[src/rtl/div_sched_pkg.sv]
// div_sched_pkg: shared states, widths and constants for the divider scheduler.
package div_sched_pkg;

    localparam int DIVIDEND_W = 10;
    localparam int DIVISOR_W  = 3;
    localparam int QUOT_W     = 20;
    localparam logic [QUOT_W-1:0] ZERO_DIV_RESULT = 20'hFFFFF;

    typedef enum logic [2:0] {S_IDLE, S_ISSUE, S_WAIT, S_DRAIN, S_RESP} state_t;

    function automatic int id_width(input int n);
        return (n <= 2) ? 1 : $clog2(n);
    endfunction

endpackage

[src/rtl/div_sched_rr_arb.sv]
// div_sched_rr_arb: combinational rotating-priority picker, searching upward from rr_ptr with wrap.
module div_sched_rr_arb #(
    parameter int NUM_REQ = 4,
    parameter int ID_W    = 2
) (
    input  logic [NUM_REQ-1:0] req,
    input  logic [ID_W-1:0]    rr_ptr,
    output logic [NUM_REQ-1:0] grant,
    output logic [ID_W-1:0]    grant_id
);

    logic [ID_W-1:0] j;
    logic            found;

    always_comb begin
        grant    = '0;
        grant_id = '0;
        found    = 1'b0;
        j        = '0;
        for (int k = 0; k < NUM_REQ; k++) begin
            j = ID_W'((int'(rr_ptr) + k) % NUM_REQ);
            if (!found && req[j]) begin
                found    = 1'b1;
                grant[j] = 1'b1;
                grant_id = j;
            end
        end
    end

endmodule

[src/rtl/div_sched.sv]
// div_sched: round-robin scheduler sharing one serial divider among NUM_REQ requesters.
// Optional watchdog on the WAIT state is compiled in with DIV_SCHED_WATCHDOG_EN.
module div_sched
    import div_sched_pkg::*;
#(
    parameter int NUM_REQ      = 4,
    parameter int ISSUE_CYCLES = 1,
    parameter int TIMEOUT      = 64,
    localparam int ID_W        = id_width(NUM_REQ)
) (
    input  logic                          clk,
    input  logic                          rst_n,
    input  logic [NUM_REQ-1:0]            req_valid,
    input  logic [NUM_REQ*DIVIDEND_W-1:0] req_dividend,
    input  logic [NUM_REQ*DIVISOR_W-1:0]  req_divisor,
    output logic [NUM_REQ-1:0]            req_ready,
    output logic                          resp_valid,
    output logic [ID_W-1:0]               resp_id,
    output logic [QUOT_W-1:0]             resp_data,
    output logic                          resp_err,
    input  logic                          resp_ready,
    output logic                          div_in_valid,
    output logic [DIVIDEND_W-1:0]         div_in_data_1,
    output logic [DIVISOR_W-1:0]          div_in_data_2,
    input  logic                          div_out_valid,
    input  logic [QUOT_W-1:0]             div_out_data,
    output logic                          busy
);

    if (NUM_REQ < 2 || NUM_REQ > 8 || ISSUE_CYCLES < 1 || ISSUE_CYCLES > 4 || TIMEOUT < 1) begin : g_param_check
        $error("div_sched: parameter out of range");
    end

    state_t                  state, state_nx;
    logic [NUM_REQ-1:0]      grant;
    logic [ID_W-1:0]         grant_id, rr_ptr;
    logic [DIVIDEND_W-1:0]   dividend_sel;
    logic [DIVISOR_W-1:0]    divisor_sel;
    logic [1:0]              issue_cnt;
    logic                    accept, zero_div, wd_hit;

    div_sched_rr_arb #(.NUM_REQ(NUM_REQ), .ID_W(ID_W)) u_arb (
        .req      (req_valid),
        .rr_ptr   (rr_ptr),
        .grant    (grant),
        .grant_id (grant_id)
    );

    always_comb begin
        dividend_sel = '0;
        divisor_sel  = '0;
        for (int i = 0; i < NUM_REQ; i++) begin
            if (grant[i]) begin
                dividend_sel = req_dividend[i*DIVIDEND_W +: DIVIDEND_W];
                divisor_sel  = req_divisor[i*DIVISOR_W +: DIVISOR_W];
            end
        end
    end

    // grant is only non-zero for valid requesters, so any grant in IDLE is an acceptance
    assign accept       = (state == S_IDLE) && |grant;
    assign zero_div     = divisor_sel == '0;
    assign req_ready    = (state == S_IDLE && rst_n) ? grant : '0;
    assign resp_valid   = state == S_RESP;
    assign div_in_valid = state == S_ISSUE;
    assign busy         = state != S_IDLE;

`ifdef DIV_SCHED_WATCHDOG_EN
    logic [15:0] wd_cnt;
    assign wd_hit = wd_cnt == 16'(TIMEOUT - 1);
    always_ff @(posedge clk or negedge rst_n) begin
        if (!rst_n)
            wd_cnt <= '0;
        else
            wd_cnt <= (state == S_WAIT) ? wd_cnt + 16'd1 : 16'd0;
    end
`else
    assign wd_hit = 1'b0;
`endif

    always_comb begin
        state_nx = state;
        case (state)
            S_IDLE:  state_nx = accept ? (zero_div ? S_RESP : S_ISSUE) : S_IDLE;
            S_ISSUE: state_nx = (issue_cnt == 2'(ISSUE_CYCLES - 1)) ? S_WAIT : S_ISSUE;
            S_WAIT:  state_nx = (div_out_valid || wd_hit) ? S_DRAIN : S_WAIT;
            S_DRAIN: state_nx = div_out_valid ? S_DRAIN : S_RESP;
            S_RESP:  state_nx = resp_ready ? S_IDLE : S_RESP;
            default: state_nx = S_IDLE;
        endcase
    end

    always_ff @(posedge clk or negedge rst_n) begin
        if (!rst_n) begin
            state         <= S_IDLE;
            rr_ptr        <= '0;
            issue_cnt     <= '0;
            resp_id       <= '0;
            resp_data     <= '0;
            resp_err      <= 1'b0;
            div_in_data_1 <= '0;
            div_in_data_2 <= '0;
        end else begin
            state     <= state_nx;
            issue_cnt <= (state == S_ISSUE) ? issue_cnt + 2'd1 : 2'd0;
            if (accept) begin
                resp_id   <= grant_id;
                rr_ptr    <= (grant_id == ID_W'(NUM_REQ - 1)) ? '0 : grant_id + 1'b1;
                resp_data <= zero_div ? ZERO_DIV_RESULT : '0;
                resp_err  <= zero_div;
            end else if (state == S_WAIT && div_out_valid) begin
                resp_data <= div_out_data;
                resp_err  <= 1'b0;
            end else if (state == S_WAIT && wd_hit) begin
                resp_data <= '0;
                resp_err  <= 1'b1;
            end
            // operands stay on the divider bus from ISSUE until DRAIN ends
            div_in_data_1 <= (accept && !zero_div) ? dividend_sel : (state_nx == S_RESP) ? '0 : div_in_data_1;
            div_in_data_2 <= (accept && !zero_div) ? divisor_sel  : (state_nx == S_RESP) ? '0 : div_in_data_2;
        end
    end

endmodule

[config.mk]
export PLATFORM = sky130hd
export DESIGN_NAME = div_sched
export DESIGN_NICKNAME = d
export VERILOG_FILES = /design/src/rtl/div_sched_pkg.sv /design/src/rtl/div_sched_rr_arb.sv /design/src/rtl/div_sched.sv
export SDC_FILE = /design/constraint.sdc
export NUM_CORES = 1
export LEC_CHECK = 0
export CORE_ASPECT_RATIO = 0.7
export CORE_UTILIZATION = 47
export DETAILED_ROUTE_END_ITERATION = 6
export PLACE_DENSITY = 0.87
export SYNTH_ARGS = -nofsm -noshare
export SYNTH_HDL_FRONTEND = slang
export SYNTH_SLANG_ARGS = --single-unit
[constraint.sdc]
create_clock -name clk -period 7.8 [get_ports clk]
set_input_delay 1.56 -clock clk [delete_from_list [all_inputs] [get_ports clk]]
set_output_delay 1.56 -clock clk [all_outputs]
set_load 0.02 [all_outputs]
======== Word level (Yosys, flattened, before mapping) ========
Index checks and enable logic that the tools add are counted.
storage, ports and cells
  output and inout port bits .............. 43
  bits in writable memories ............... 0
  input port bits ......................... 80
  logic and storage cells ................. 106
  bits in read-only memories .............. 0
  latch bits .............................. 0
  register bits after elaboration ......... 43
  memories ................................ 0
operators by class
  multiply operators ...................... 0
  equal/unequal tests ..................... 6
  $lt $le $gt $ge ......................... 8
  shift-type cells ........................ 0
  div/mod/pow operators ................... 0
  add/sub/neg operators ................... 5
  reductions and logical operators ........ 22
  muxes and demuxes ....................... 54
  bitwise gates (word level) .............. 3
operators by type and width
  operator                                                                       count
  10-bit 2-to-1 mux                                                              6
  20-bit 2-to-1 mux                                                              3
  3-bit 2-to-1 mux                                                               10
  4-bit 2-to-1 mux                                                               5
  3-bit case mux with 5 select lines                                             1
  1-bit 2-to-1 mux                                                               14
  2-bit 2-to-1 mux                                                               7
  2-bit by 3-bit less-than comparator with 1-bit output (second input constant)  4
  4-bit bitwise OR                                                               3
  1-bit logical AND                                                              11
  1-bit binary-select mux with 2-bit select                                      4
  1-bit demux with 2-bit select                                                  4
  2-bit by 1-bit >= comparator with 1-bit output (second input constant)         4
  2-bit by 1-bit adder with 2-bit output (second input constant)                 3
  3-bit by 2-bit == test with 1-bit output (second input constant)               2
  3-bit == test (second input constant)                                          2
  3-bit logical NOT                                                              2
  2-bit adder (second input constant)                                            2
  1-bit logical NOT                                                              4
  2-bit nonzero test                                                             2
  4-bit OR reduction                                                             1
  3-bit by 1-bit == test with 1-bit output (second input constant)               1
  3-bit nonzero test                                                             1
  2-bit == test (second input constant)                                          1
  2-bit logical NOT                                                              1

======== Depth between registers and ports, before layout ========
  depth in word-level cells ............... 23
  gate-level depth with buffers ........... 14
  gate-level depth less buffers ........... 10

======== By module ========
A second synthesis with hierarchy kept.
second synthesis, totals
  cell total of the unflattened synthesis .. 306
  area, all modules ....................... 2842.7 um2
by module, submodules not included
  module            area each (um2)  cells each  instances  seq. area each (um2)
  div_sched         2353.5           241         1          1076.0
  div_sched_rr_arb  489.2            65          1          0.0

======== Least setup slack after synthesis ========
OpenSTA, ideal clock, no wires.
  path kind ............................... input to output
  start ................................... input port req_valid[3]
  end ..................................... output port req_ready[2]
  cell stages on the path ................. 7
  path buffers ............................ 3
  data required time ...................... 6240 ps
  arrival time ............................ 3555 ps
  slack ................................... 2685 ps
  cell sequence ........................... buf_2 -> mux4_2 -> or4_4 -> and3_1 -> buf_2 -> clkbuf_1 -> nor2_1
on the way
  cells in the longest elaborated chain, start to end .. 13
  elaborated cells between the ends (all ways) .. 25
  classes of those cells .................. 16 x mux; 3 x bitwise; 6 x reduce/logical
ends and longest elaborated chain
  element                                    RTL line                text
  start: declaration                         div_sched.sv:13         input logic [NUM_REQ-1:0] req_valid,
  1-bit binary-select mux with 2-bit select  div_sched_rr_arb.sv:22  if (!found && req[j]) begin
  1-bit 2-to-1 mux (implied by the code)     div_sched_rr_arb.sv:22
  1-bit 2-to-1 mux                           div_sched_rr_arb.sv:22
  1-bit logical NOT                          div_sched_rr_arb.sv:22
  1-bit logical AND                          div_sched_rr_arb.sv:22
  1-bit 2-to-1 mux                           div_sched_rr_arb.sv:22
  1-bit logical NOT                          div_sched_rr_arb.sv:22
  1-bit logical AND                          div_sched_rr_arb.sv:22
  1-bit 2-to-1 mux                           div_sched_rr_arb.sv:22
  1-bit logical NOT                          div_sched_rr_arb.sv:22
  1-bit logical AND                          div_sched_rr_arb.sv:22
  4-bit 2-to-1 mux (*)                       div_sched_rr_arb.sv:22
  4-bit 2-to-1 mux (*)                       div_sched.sv:63         assign req_ready = (state == S_IDLE && rst_n) ? grant : '0;
  end: declaration                           div_sched.sv:16         output logic [NUM_REQ-1:0] req_ready,
Mark *: on every way between the ends. The rest lies on a longest branch, timed or not. The select of a mux whose other input is x is not followed.

======== Final worst setup path ========
  start ................................... input port req_valid[0]
  end ..................................... output port req_ready[2]
The elaborated chain is that of the path after synthesis.

==> out/results.ini <==
[setup_path]
endpoint = req_ready[2]
setup.worst_path.start = req_valid[0]
timing.rr.end = div_in_data_1[0]$_DFFE_PN0P_
cpMostUsedCell = clkdlybuf4s50_1
arrival_ps = 4580
timing_worst_setup_path_type = primary input to output pin
start_kind = primary input
slowest_stage = mux4_2
crit_family = buffers and inverters
r2r_start = rr_ptr[0]$_DFFE_PN0N_
crit_path_max_fanout = 14
r2r_slack_ps = 2880
crit_cells = 6
cp_slowest_stage_delay_ps = 690
crit_buf_inv = 2
worstPathRequired_ps = 6240
crit_path_cell_trace = clkdlybuf4s50_1 -> mux4_2 -> or4_4 -> and3_1 -> nor2_1 -> clkdlybuf4s50_1
crit_path_end_kind = output pin
reg2regPathDepth = 9

[drt]
via_per_inst = 6.07
dr.pass1.iters = 5
drc = 0
drt-total-wl_um = 8610
wl_met1_um = 3740
drtIter0Drc = 204
wl_met3_um = 777
drtAntennaViolNets = 0
routedWlPerCell_um = 17.0
dr_wl_met2_um = 3970
num_vias = 3063
top_layer = met4

[synth]
synthTopCellsByArea = dfrtp_1 37%, nand3_1 8.1%, o211ai_1 5.1%
synth.area.mux_share = 0.0386
ys.flop_type = dfrtp_1
ys_async_sr_fraction = 1.00
synthDistinctLibCells = 51
synth_compound_area_frac = 0.280
syn-cell-area_sq_um = 2920
synth_nets = 417
synthAdderAreaFrac = 0.0386
syn_inst = 328
yosys.area.top_type = dfrtp_1
ys_ff_latch = 43
synth_top_area_frac = 0.369
ys_seq_area_frac = 0.369
ys_warn_count = 0
avgSynthCellArea_sq_um = 8.90
synth-edff-count = 0
synth_top_family_by_area = compound AO/OA/AOI/OAI gates
synth-xor-area-share = 0
synthSimpleGateAreaFrac = 0.201

[power_and_ir_drop]
peakVddDrop_mv = 0.255
p_leak_nw = 1.63
totalPowerFinal_mw = 1.93
p_per_area_nw_per_um2 = 463
pwr-share-clk = 0.069
switching_share = 0.505
internal_power_mw = 0.958
p_seq_frac = 0.208
power_switching_mw = 0.976
comb_power_share = 0.723

[final_layout]
stdcell_area_sq_um = 4180
syn_to_final_growth_pct = 43.2
drive_gt1_frac = 0.0512
final_cell_mix = 121 x clkdlybuf4s50_1, 47 x nand3_1, 43 x dfrtp_1, 22 x nor2_1, 20 x o211ai_1
final_common_cell = clkdlybuf4s50_1
nets = 518
diodes = 0

[timing]
setup_violations = 0
worst_hold_slack_ps = 454
tightest_slew_ps = 1130
hold_viol_final = 0
relSlewSlack = 0.245
finalMaxSlewViolations = 0
fin_setup_tns_ps = 0
finalCritPeriodShare = 0.787
period_needed_ps = 6140
rsz0062_at_grt = no
finalClockSkew_ps = 7.95
max_clock_freq_mhz = 163

[clocking]
clock_sinks = 43
path_clk_slew_ps = 80
clock_latency_ps = 290
cts_buffers = 5
cts_tree = done
clock_tree.htree_level_count = 2
hold_buffers = 0
clock_path_buffers = 2
postCtsSetupRepairBufs = 0
root_buffer = clkbuf_8
cts_resized = 0

[die]
die_h_um = 67.9
rows = 23
start_util = 0.500
die-area_sq_um = 6540
pin_count = 123
core_sq_um = 5840
die_w_um = 96.2

[grt]
grt_antenna_before_repair = 0
grt_pass1_wl_um = 12900
grt_use_total = 0.261
grt_max_degree = 74
grt_pass1_vias = 2692
gr-total-overflow = 0

[place]
post_dp_cell_area_sq_um = 4100
place_hpwl_um = 6310
io_buffers = 122
place.gp.congestion = 0.895

[flow_run]
maxCapViolCount = 0

[status]
status = finished, final reports clean

[hold_path]
worstHoldPathType = flip-flop to flip-flop

layout make-up:
| cell class | count | area [sq um] |
|---|---|---|
| clock buffers | 7 | 76.3 |
| clock inverters | 1 | 5.00 |
| fillers | 462 | 1660 |
| inverters | 14 | 52.6 |
| multi-input cells | 239 | 1630 |
| flip-flops and latches | 43 | 1080 |
| well taps | 75 | 93.8 |
| repair buffers | 126 | 1250 |
power by group through the flow:
stage	sequential, mW	clock [mW]	combinational, mW
6_report	0.402	0.134	1.40
5_1_grt	0.416	0.144	1.52
4_1_cts	0.402	0.137	1.39
3_5_place_dp	0.404	0	1.39
3_3_place_gp	0.400	0	1.36
2_1_floorplan	0.475	0	0.943
Yosys cell counts (5+ instances only):
| master | instances |
|---|---|
| buf_2 | 9 |
| inv_1 | 14 |
| a21oi_1 | 10 |
| a221oi_1 | 5 |
| o21ai_0 | 11 |
| a32o_1 | 10 |
| o21ai_1 | 5 |
| nor2_1 | 22 |
| ha_1 | 9 |
| a22oi_1 | 12 |
| nand2_1 | 5 |
| nand3_1 | 47 |
| nor3_1 | 13 |
| o211ai_1 | 20 |
| clkbuf_1 | 19 |
| dfrtp_1 | 43 |
| a211oi_1 | 11 |
worst min-delay path by stage:
stage | startpoint | to | slack, ps | depth (start not counted)
after floorplan | issue_cnt[0]$_DFF_PN0_ | issue_cnt[0]$_DFF_PN0_ | 400 | 1
after global placement | issue_cnt[0]$_DFF_PN0_ | issue_cnt[0]$_DFF_PN0_ | 410 | 1
after detailed placement | issue_cnt[0]$_DFF_PN0_ | issue_cnt[0]$_DFF_PN0_ | 440 | 1
after CTS | issue_cnt[0]$_DFF_PN0_ | issue_cnt[0]$_DFF_PN0_ | 460 | 1
after global routing | issue_cnt[0]$_DFF_PN0_ | issue_cnt[0]$_DFF_PN0_ | 470 | 1
final | issue_cnt[0]$_DFF_PN0_ | issue_cnt[0]$_DFF_PN0_ | 450 | 1
state kept, by name, indices dropped and copies added, names as in the netlist:
register and count:
resp_data 20, div_in_data_1 10, div_in_data_2 3, state 3, issue_cnt 2, resp_id 2
rr_ptr 2, resp_err 1
metrics by stage:
step | setup slack, ps | std cells | utilization
after floorplan | 2690 | 328 | -
after global placement | 1740 | 497 | 0.702
after detailed placement | 1680 | 497 | 0.702
after CTS | 1680 | 505 | 0.716
after global routing | 1590 | 505 | 0.716
final | 1660 | 505 | 0.716
cells by family (layout without fill, tap and decap cells):
kind of cell               count (synthesis)  after routing
and+or+nand+nor                          112            112
AOI/OAI and AO/OA                        111            111
buffers and inverters                     46            148
DFF                                       43             43
adders and majority gates                  9              9
muxes                                      7              7
layer usage:
| layer | vias to the layer above | track usage |
|---|---|---|
| met5 | - | 0 |
| met4 | 0 | 0.0746 |
| met3 | 12 | 0.0600 |
| met2 | 139 | 0.422 |
| met1 | 1445 | 0.352 |
| li1 | 1467 | - |
No activity file was read; power rests on OpenSTA's default activity.
